===== src/rtl/present_round_ctrl.sv =====
// present_round_ctrl: round/key-schedule sequencer for a PRESENT datapath.
// Handles encrypt and decrypt, tracks whether the key register holds the first
// or the last round key, and inserts a key-roll phase (KEYPREP) when the key
// register is at the wrong end for the requested mode.
// Optional feature: define PRESENT_CTRL_ERR_EN to add the sticky outErr port.
module present_round_ctrl #(
    parameter int unsigned ROUNDS = 31,
    parameter int unsigned CNT_W  = 5
) (
    input  logic             inClk,
    input  logic             inRst,
    input  logic             inKeyExtWr,
    input  logic             inExtDataWr,
    input  logic             inDecrypt,
    output logic             outStateExtWr,
    output logic             outStateIntWr,
    output logic             outKeyExtWr,
    output logic             outKeyIntWr,
    output logic             outKeyInvWr,
    output logic             outDataIntWr,
    output logic [CNT_W-1:0] outRoundCounter,
    output logic             outMode,
    output logic             outBusy,
    output logic             outReady,
    output logic             outDone
`ifdef PRESENT_CTRL_ERR_EN
    ,
    output logic             outErr
`endif
);

    localparam logic [CNT_W-1:0] CNT_ONE = CNT_W'(1);
    localparam logic [CNT_W-1:0] CNT_MAX = CNT_W'(ROUNDS);

    typedef enum logic [1:0] {IDLE, KEYPREP, ROUND, FINAL} state_t;

    state_t           state, state_nxt;
    logic [CNT_W-1:0] cnt, cnt_nxt;
    logic             key_at_end, key_at_end_nxt;
    logic             mode, mode_nxt;
    logic             key_at_end_eff;

    // State, counter, key position and mode registers
    always_ff @(posedge inClk or posedge inRst) begin
        if (inRst) begin
            state      <= IDLE;
            cnt        <= '0;
            key_at_end <= 1'b0;
            mode       <= 1'b0;
        end else begin
            state      <= state_nxt;
            cnt        <= cnt_nxt;
            key_at_end <= key_at_end_nxt;
            mode       <= mode_nxt;
        end
    end

    // Next-state, counter sequencing and datapath strobe decode
    always_comb begin
        state_nxt      = state;
        cnt_nxt        = cnt;
        key_at_end_nxt = key_at_end;
        mode_nxt       = mode;
        key_at_end_eff = key_at_end;
        outStateExtWr  = 1'b0;
        outStateIntWr  = 1'b0;
        outKeyExtWr    = 1'b0;
        outKeyIntWr    = 1'b0;
        outKeyInvWr    = 1'b0;
        outDataIntWr   = 1'b0;
        outDone        = 1'b0;
        outBusy        = 1'b1;
        outReady       = 1'b0;
        case (state)
            IDLE: begin
                outBusy       = 1'b0;
                outReady      = 1'b1;
                // Host strobes pass straight through, but never while reset is held
                outKeyExtWr   = inKeyExtWr & ~inRst;
                outStateExtWr = inExtDataWr & ~inRst;
                if (inKeyExtWr) begin
                    key_at_end_nxt = 1'b0;
                    key_at_end_eff = 1'b0;
                end
                if (inExtDataWr) begin
                    mode_nxt = inDecrypt;
                    if (inDecrypt == key_at_end_eff) begin
                        state_nxt = ROUND;
                        cnt_nxt   = inDecrypt ? CNT_MAX : CNT_ONE;
                    end else begin
                        state_nxt = KEYPREP;
                        cnt_nxt   = inDecrypt ? CNT_ONE : CNT_MAX;
                    end
                end
            end
            KEYPREP: begin
                // Roll the key to the other end without touching the state
                outKeyIntWr = mode;
                outKeyInvWr = ~mode;
                if (cnt == (mode ? CNT_MAX : CNT_ONE)) begin
                    state_nxt      = ROUND;
                    key_at_end_nxt = ~key_at_end;
                    cnt_nxt        = mode ? CNT_MAX : CNT_ONE;
                end else begin
                    cnt_nxt = mode ? cnt + CNT_ONE : cnt - CNT_ONE;
                end
            end
            ROUND: begin
                outStateIntWr = 1'b1;
                outKeyIntWr   = ~mode;
                outKeyInvWr   = mode;
                if (cnt == (mode ? CNT_ONE : CNT_MAX)) begin
                    state_nxt      = FINAL;
                    key_at_end_nxt = ~mode;
                end else begin
                    cnt_nxt = mode ? cnt - CNT_ONE : cnt + CNT_ONE;
                end
            end
            FINAL: begin
                outDataIntWr = 1'b1;
                outDone      = 1'b1;
                state_nxt    = IDLE;
            end
            default: state_nxt = IDLE;
        endcase
    end

    assign outRoundCounter = cnt;
    assign outMode         = mode;

`ifdef PRESENT_CTRL_ERR_EN
    // Sticky flag for host writes attempted while an operation is running
    always_ff @(posedge inClk or posedge inRst) begin
        if (inRst) begin
            outErr <= 1'b0;
        end else if (state == IDLE) begin
            if (inKeyExtWr) outErr <= 1'b0;
        end else if (inKeyExtWr || inExtDataWr) begin
            outErr <= 1'b1;
        end
    end
`endif

endmodule


===== config.mk =====
export PLATFORM = sky130hd
export DESIGN_NAME = present_round_ctrl
export DESIGN_NICKNAME = d
export VERILOG_FILES = /design/src/rtl/present_round_ctrl.sv
export SDC_FILE = /design/constraint.sdc
export NUM_CORES = 1
export LEC_CHECK = 0
export CORE_ASPECT_RATIO = 1.5
export CORE_MARGIN = 1
export CORE_UTILIZATION = 30
export DETAILED_ROUTE_END_ITERATION = 7
export PLACE_DENSITY = 0.52
export RECOVER_POWER = 100
export SKIP_LAST_GASP = 1
export SYNTH_ARGS = -nofsm -noshare
export SYNTH_HDL_FRONTEND = slang
export SYNTH_SLANG_ARGS = --single-unit

===== constraint.sdc =====
create_clock -name inClk -period 4.4 [get_ports inClk]
set_input_delay 0.88 -clock inClk [delete_from_list [all_inputs] [get_ports inClk]]
set_output_delay 0.88 -clock inClk [all_outputs]
set_load 0.01 [all_outputs]

# After elaboration in Yosys (flattened, before gate mapping)
# Index checks and enable logic that the tools add are counted.
# word_totals
register_bits	9
latchBits	0
mem_bits_rw	0
mem_bits_ro	0
inputBits	5
out_inout_bits	15
word_cells	56
memories	0
# classes
addsub	2
multipliers	0
n_div	0
magnitude_cmp	0
n_eq_ne	10
n_shift	0
muxes	29
n_bitwise	5
reduce_logical	6
# op_table
cell	count
2-to-1 mux 5 bit	10
case mux 5 bit (3 select lines)	1
== test 5 bit	2
2-to-1 mux 1 bit	10
AND reduction 3 bit	3
2-to-1 mux 2 bit	4
inequality test 2 bit, second input constant	4
case mux 2 bit (4 select lines)	1
adder 5 x 1 -> 5 bit, second input constant	1
subtractor 5 x 1 -> 5 bit, second input constant	1
== test 2 bit, second input constant	2
case mux 1 bit (2 select lines)	2
NOT 1 bit	3
case mux 1 bit (3 select lines)	1
nonzero test 3 bit	1
AND 1 bit	2
== test 2 x 1 -> 1 bit, second input constant	1
logical NOT 2 bit	1
AND reduction 2 bit	1
== test 1 bit	1

# Logic depth before layout (Yosys ltp)
# depth
ltp_word	6
depth_mapped	8
depth_no_buf	7

# Worst setup path before layout
# Ideal clock, no wire load.
# synth_timing
kind	input -> output
from	input inRst
to	output outKeyExtWr
t_arrival_ns	1.350
required_ns	3.520
setup_slack_ns	2.170
cell_stages	2
n_path_buf	0
path_cell_list	inv_1 -> and3_1
# synth_via
elab_chain_cells	3
# synth_lines
element	line_no	text
start: declaration	11	input logic inRst,
NOT 1 bit	79	outKeyExtWr = inKeyExtWr & ~inRst;
AND 1 bit	79	
2-to-1 mux 1 bit	74	case (state)
end: declaration	17	output logic outKeyExtWr,
# No other way between the ends.

# Worst setup path in the final report
# Same ends and word-level chain as after synthesis.

==> results.sh <==
export IMPL_dr_first_iter_drc_count=25
export IMPL_cellLeakagePower_uw=0.0005188
export IMPL_clock_latency_ps=240
export IMPL_antenna_found_initial=0
export IMPL_worstPathArrival_ps=2540
export IMPL_die_h_um=71.36
export IMPL_ys_seq_area_share_pct=23.41
export IMPL_syn_inst=111
export IMPL_peakVddDrop_mv=0.2651
export IMPL_postCtsHoldBufs=0
export IMPL_synth_flop_cell="dfrtp_1"
export IMPL_rsz0062_at_grt="no"
export IMPL_fin_worst_skew_ps=6.283
export IMPL_path_max_fanout=11
export IMPL_cts_root_buffer_cell="clkbuf_8"
export IMPL_cp_common_cell="dlygate4sd3_1"
export IMPL_cp_required_ps=3520
export IMPL_critPathSlowestCell="dlygate4sd3_1"
export IMPL_cap_violations=0
export IMPL_final_util_pct=39.60
export IMPL_reg2reg_depth=5
export IMPL_numPortBuffers=19
export IMPL_min_period_ps=3415
export IMPL_final_cell_mix="dlygate4sd3_1, dfrtp_1, inv_1, nand2_1, ha_1"
export IMPL_synth_largest_area_cell="dfrtp_1"
export IMPL_cp_num_cells=4
export IMPL_wl_um=2492
export IMPL_post_cts_setup_buffer_count=0
export IMPL_max_stage_delay_ps=600
export IMPL_syn_to_final_growth_pct=22.37
export IMPL_finalCritPeriodShare_pct=77.62
export IMPL_clock_sinks=9
export IMPL_fin_area_um2=1177
export IMPL_ioPinCount=20
export IMPL_max_slew_margin_pct=19.23
export IMPL_fmax_mhz=292.8
export IMPL_path_class="in -> out"
export IMPL_drt_pass1_iterations=4
export IMPL_final_common_cell="dlygate4sd3_1"
export IMPL_async_flop_share_pct=100.0
export IMPL_grt_pass1_wl_um=3933
export IMPL_drcViolationCount=0
export IMPL_cts_htree_levels=1
export IMPL_tns_ps=0
export IMPL_worst_path_buf_inv=3
export IMPL_synth_edf_count=0
export IMPL_total_power_uw=1073
export IMPL_dp_hpwl_um=1876
export IMPL_yosysWarnings=0
export IMPL_max_clock_path_buffers=2
export IMPL_yosys_top_cells_area="dfrtp_1, ha_1, xnor2_1, mux2_2, mux2i_1"
export IMPL_crit_family="buffers and inverters"
export IMPL_grt_max_degree=21
export IMPL_synth_avg_cell_area_um2=8.668
export IMPL_synth_top_area_share_pct=23.41
export IMPL_avgRoutedWirePerCell_um=15.10
export IMPL_num_rows=24
export IMPL_gp_congestion=0.7687
export IMPL_cts_resized=0
export IMPL_track_usage_pct=16.42
export IMPL_drive_above_1_share_pct=7.143
export IMPL_tritoncts="yes"
export IMPL_num_vias=898
export IMPL_slew_viol_final=0
export IMPL_start_kind="input port"
export IMPL_die_area_um2=3442
export IMPL_core_area_um2=2973
export IMPL_n_antenna_cell=0
export IMPL_ys_types=45
export IMPL_start_util_pct=32.37
export IMPL_numCtsBuffers=3
export IMPL_holdPathStages=1
export IMPL_syn_nets=123
export IMPL_power_density_nw_per_um2=911.0
export IMPL_final_hold_violation_count=0
export IMPL_path_clk_slew_ps=50
export IMPL_first_global_vias=838
export IMPL_hp_class="reg -> reg"
export IMPL_endpoint_kind="output port"
export IMPL_synth_seq_cells=9
export IMPL_overflow=0
export IMPL_place_area_um2=1154
export IMPL_path_cells="dlygate4sd3_1 -> inv_1 -> and3_1 -> dlygate4sd3_1"
export IMPL_ant_nets=0
export IMPL_setup_violations_final=0
export IMPL_final_nets=139
export IMPL_outcome="completed"
export IMPL_fp_dieW_um=48.24
export IMPL_max_slew_worst_pin_slew_ps=1203
export IMPL_vias_per_cell=5.442
export IMPL_syn_area_um2=962.2
[logic make-up (layout without fill, tap and decap cells)]
family / after synthesis / in the layout / share of synthesized area (%)
buffers and inverters: 16 / 31 / 8.062
adders and majority gates: 7 / 7 / 9.102
AOI/OAI and AO/OA: 26 / 26 / 20.81
and+or+nand+nor: 38 / 38 / 22.24
xor gates and xnor gates: 6 / 6 / 5.462
muxes: 9 / 9 / 10.92
DFF: 9 / 9 / 23.41
[through the flow]
step           hold WS [ps]  instances  setup WS, ps
2_1_floorplan         463.8        111          2170
3_3_place_gp          489.0        161          1164
3_5_place_dp          499.6        161          1132
4_1_cts               513.6        165          1132
5_1_grt               538.0        165         846.9
6_report              513.2        165         984.9
[report_power, final]
part	total, µW	switching [µW]	internal (µW)	leakage, µW
combinational	742	368	374	0.000387
clock	101	37.1	63.5	0.0000228
sequential	230	102	128	0.000109
total	1070	508	565	0.000519
[flip-flops by register name (all words and copies together), names as in the netlist]
name / flops
outRoundCounter: 5
key_at_end: 1
outMode: 1
state: 2
[worst paths after layout]
check                            from                  to  slack, ps
min in group asynchronous       inRst  outRoundCounter[4]       1070
max reg2reg                  state[0]  outRoundCounter[3]       1910
max in group asynchronous       inRst             outMode       3040
min reg2reg                key_at_end          key_at_end        510
min                        key_at_end          key_at_end        510
max                             inRst         outKeyExtWr        980
[per-layer routing]
metal  wire [µm]  GRT usage (%)  vias up
li1            -              -      435
met1        1020          18.63      422
met2        1222          24.89       27
met3          93          4.030       14
met4         156          12.35        0
met5           0              0        -
[Yosys cell counts, types with 2 or more instances]
library cell,instances
dfrtp_1,9
inv_1,8
nand2_1,8
ha_1,7
nor2_1,6
xnor2_1,6
nor3_1,5
o21ai_0,4
a21oi_1,3
a31oi_1,3
and3_1,3
clkbuf_1,3
mux2_2,3
mux2i_1,3
nand2b_1,3
buf_2,2
buf_4,2
mux2_4,2
nand3_1,2
nor2b_1,2
nor4b_1,2
o22ai_1,2
[area by class of cell]
type                    instances  area [µm²]
clock buffers                   4       45.04
fillers                       301        1795
inverters                       8       30.03
multi-input cells              86       638.1
flip-flops and latches          9       225.2
well taps                      39       48.80
repair buffers                 19       190.2
[worst reg2reg max path: stages, from the launching register on]
cell and delay, ps:
dfrtp_1 390, inv_1 100, ha_1 380, a311oi_1 1080, o41ai_1 200, a21o_1 230
No activity file was read; power rests on OpenSTA's default activity.
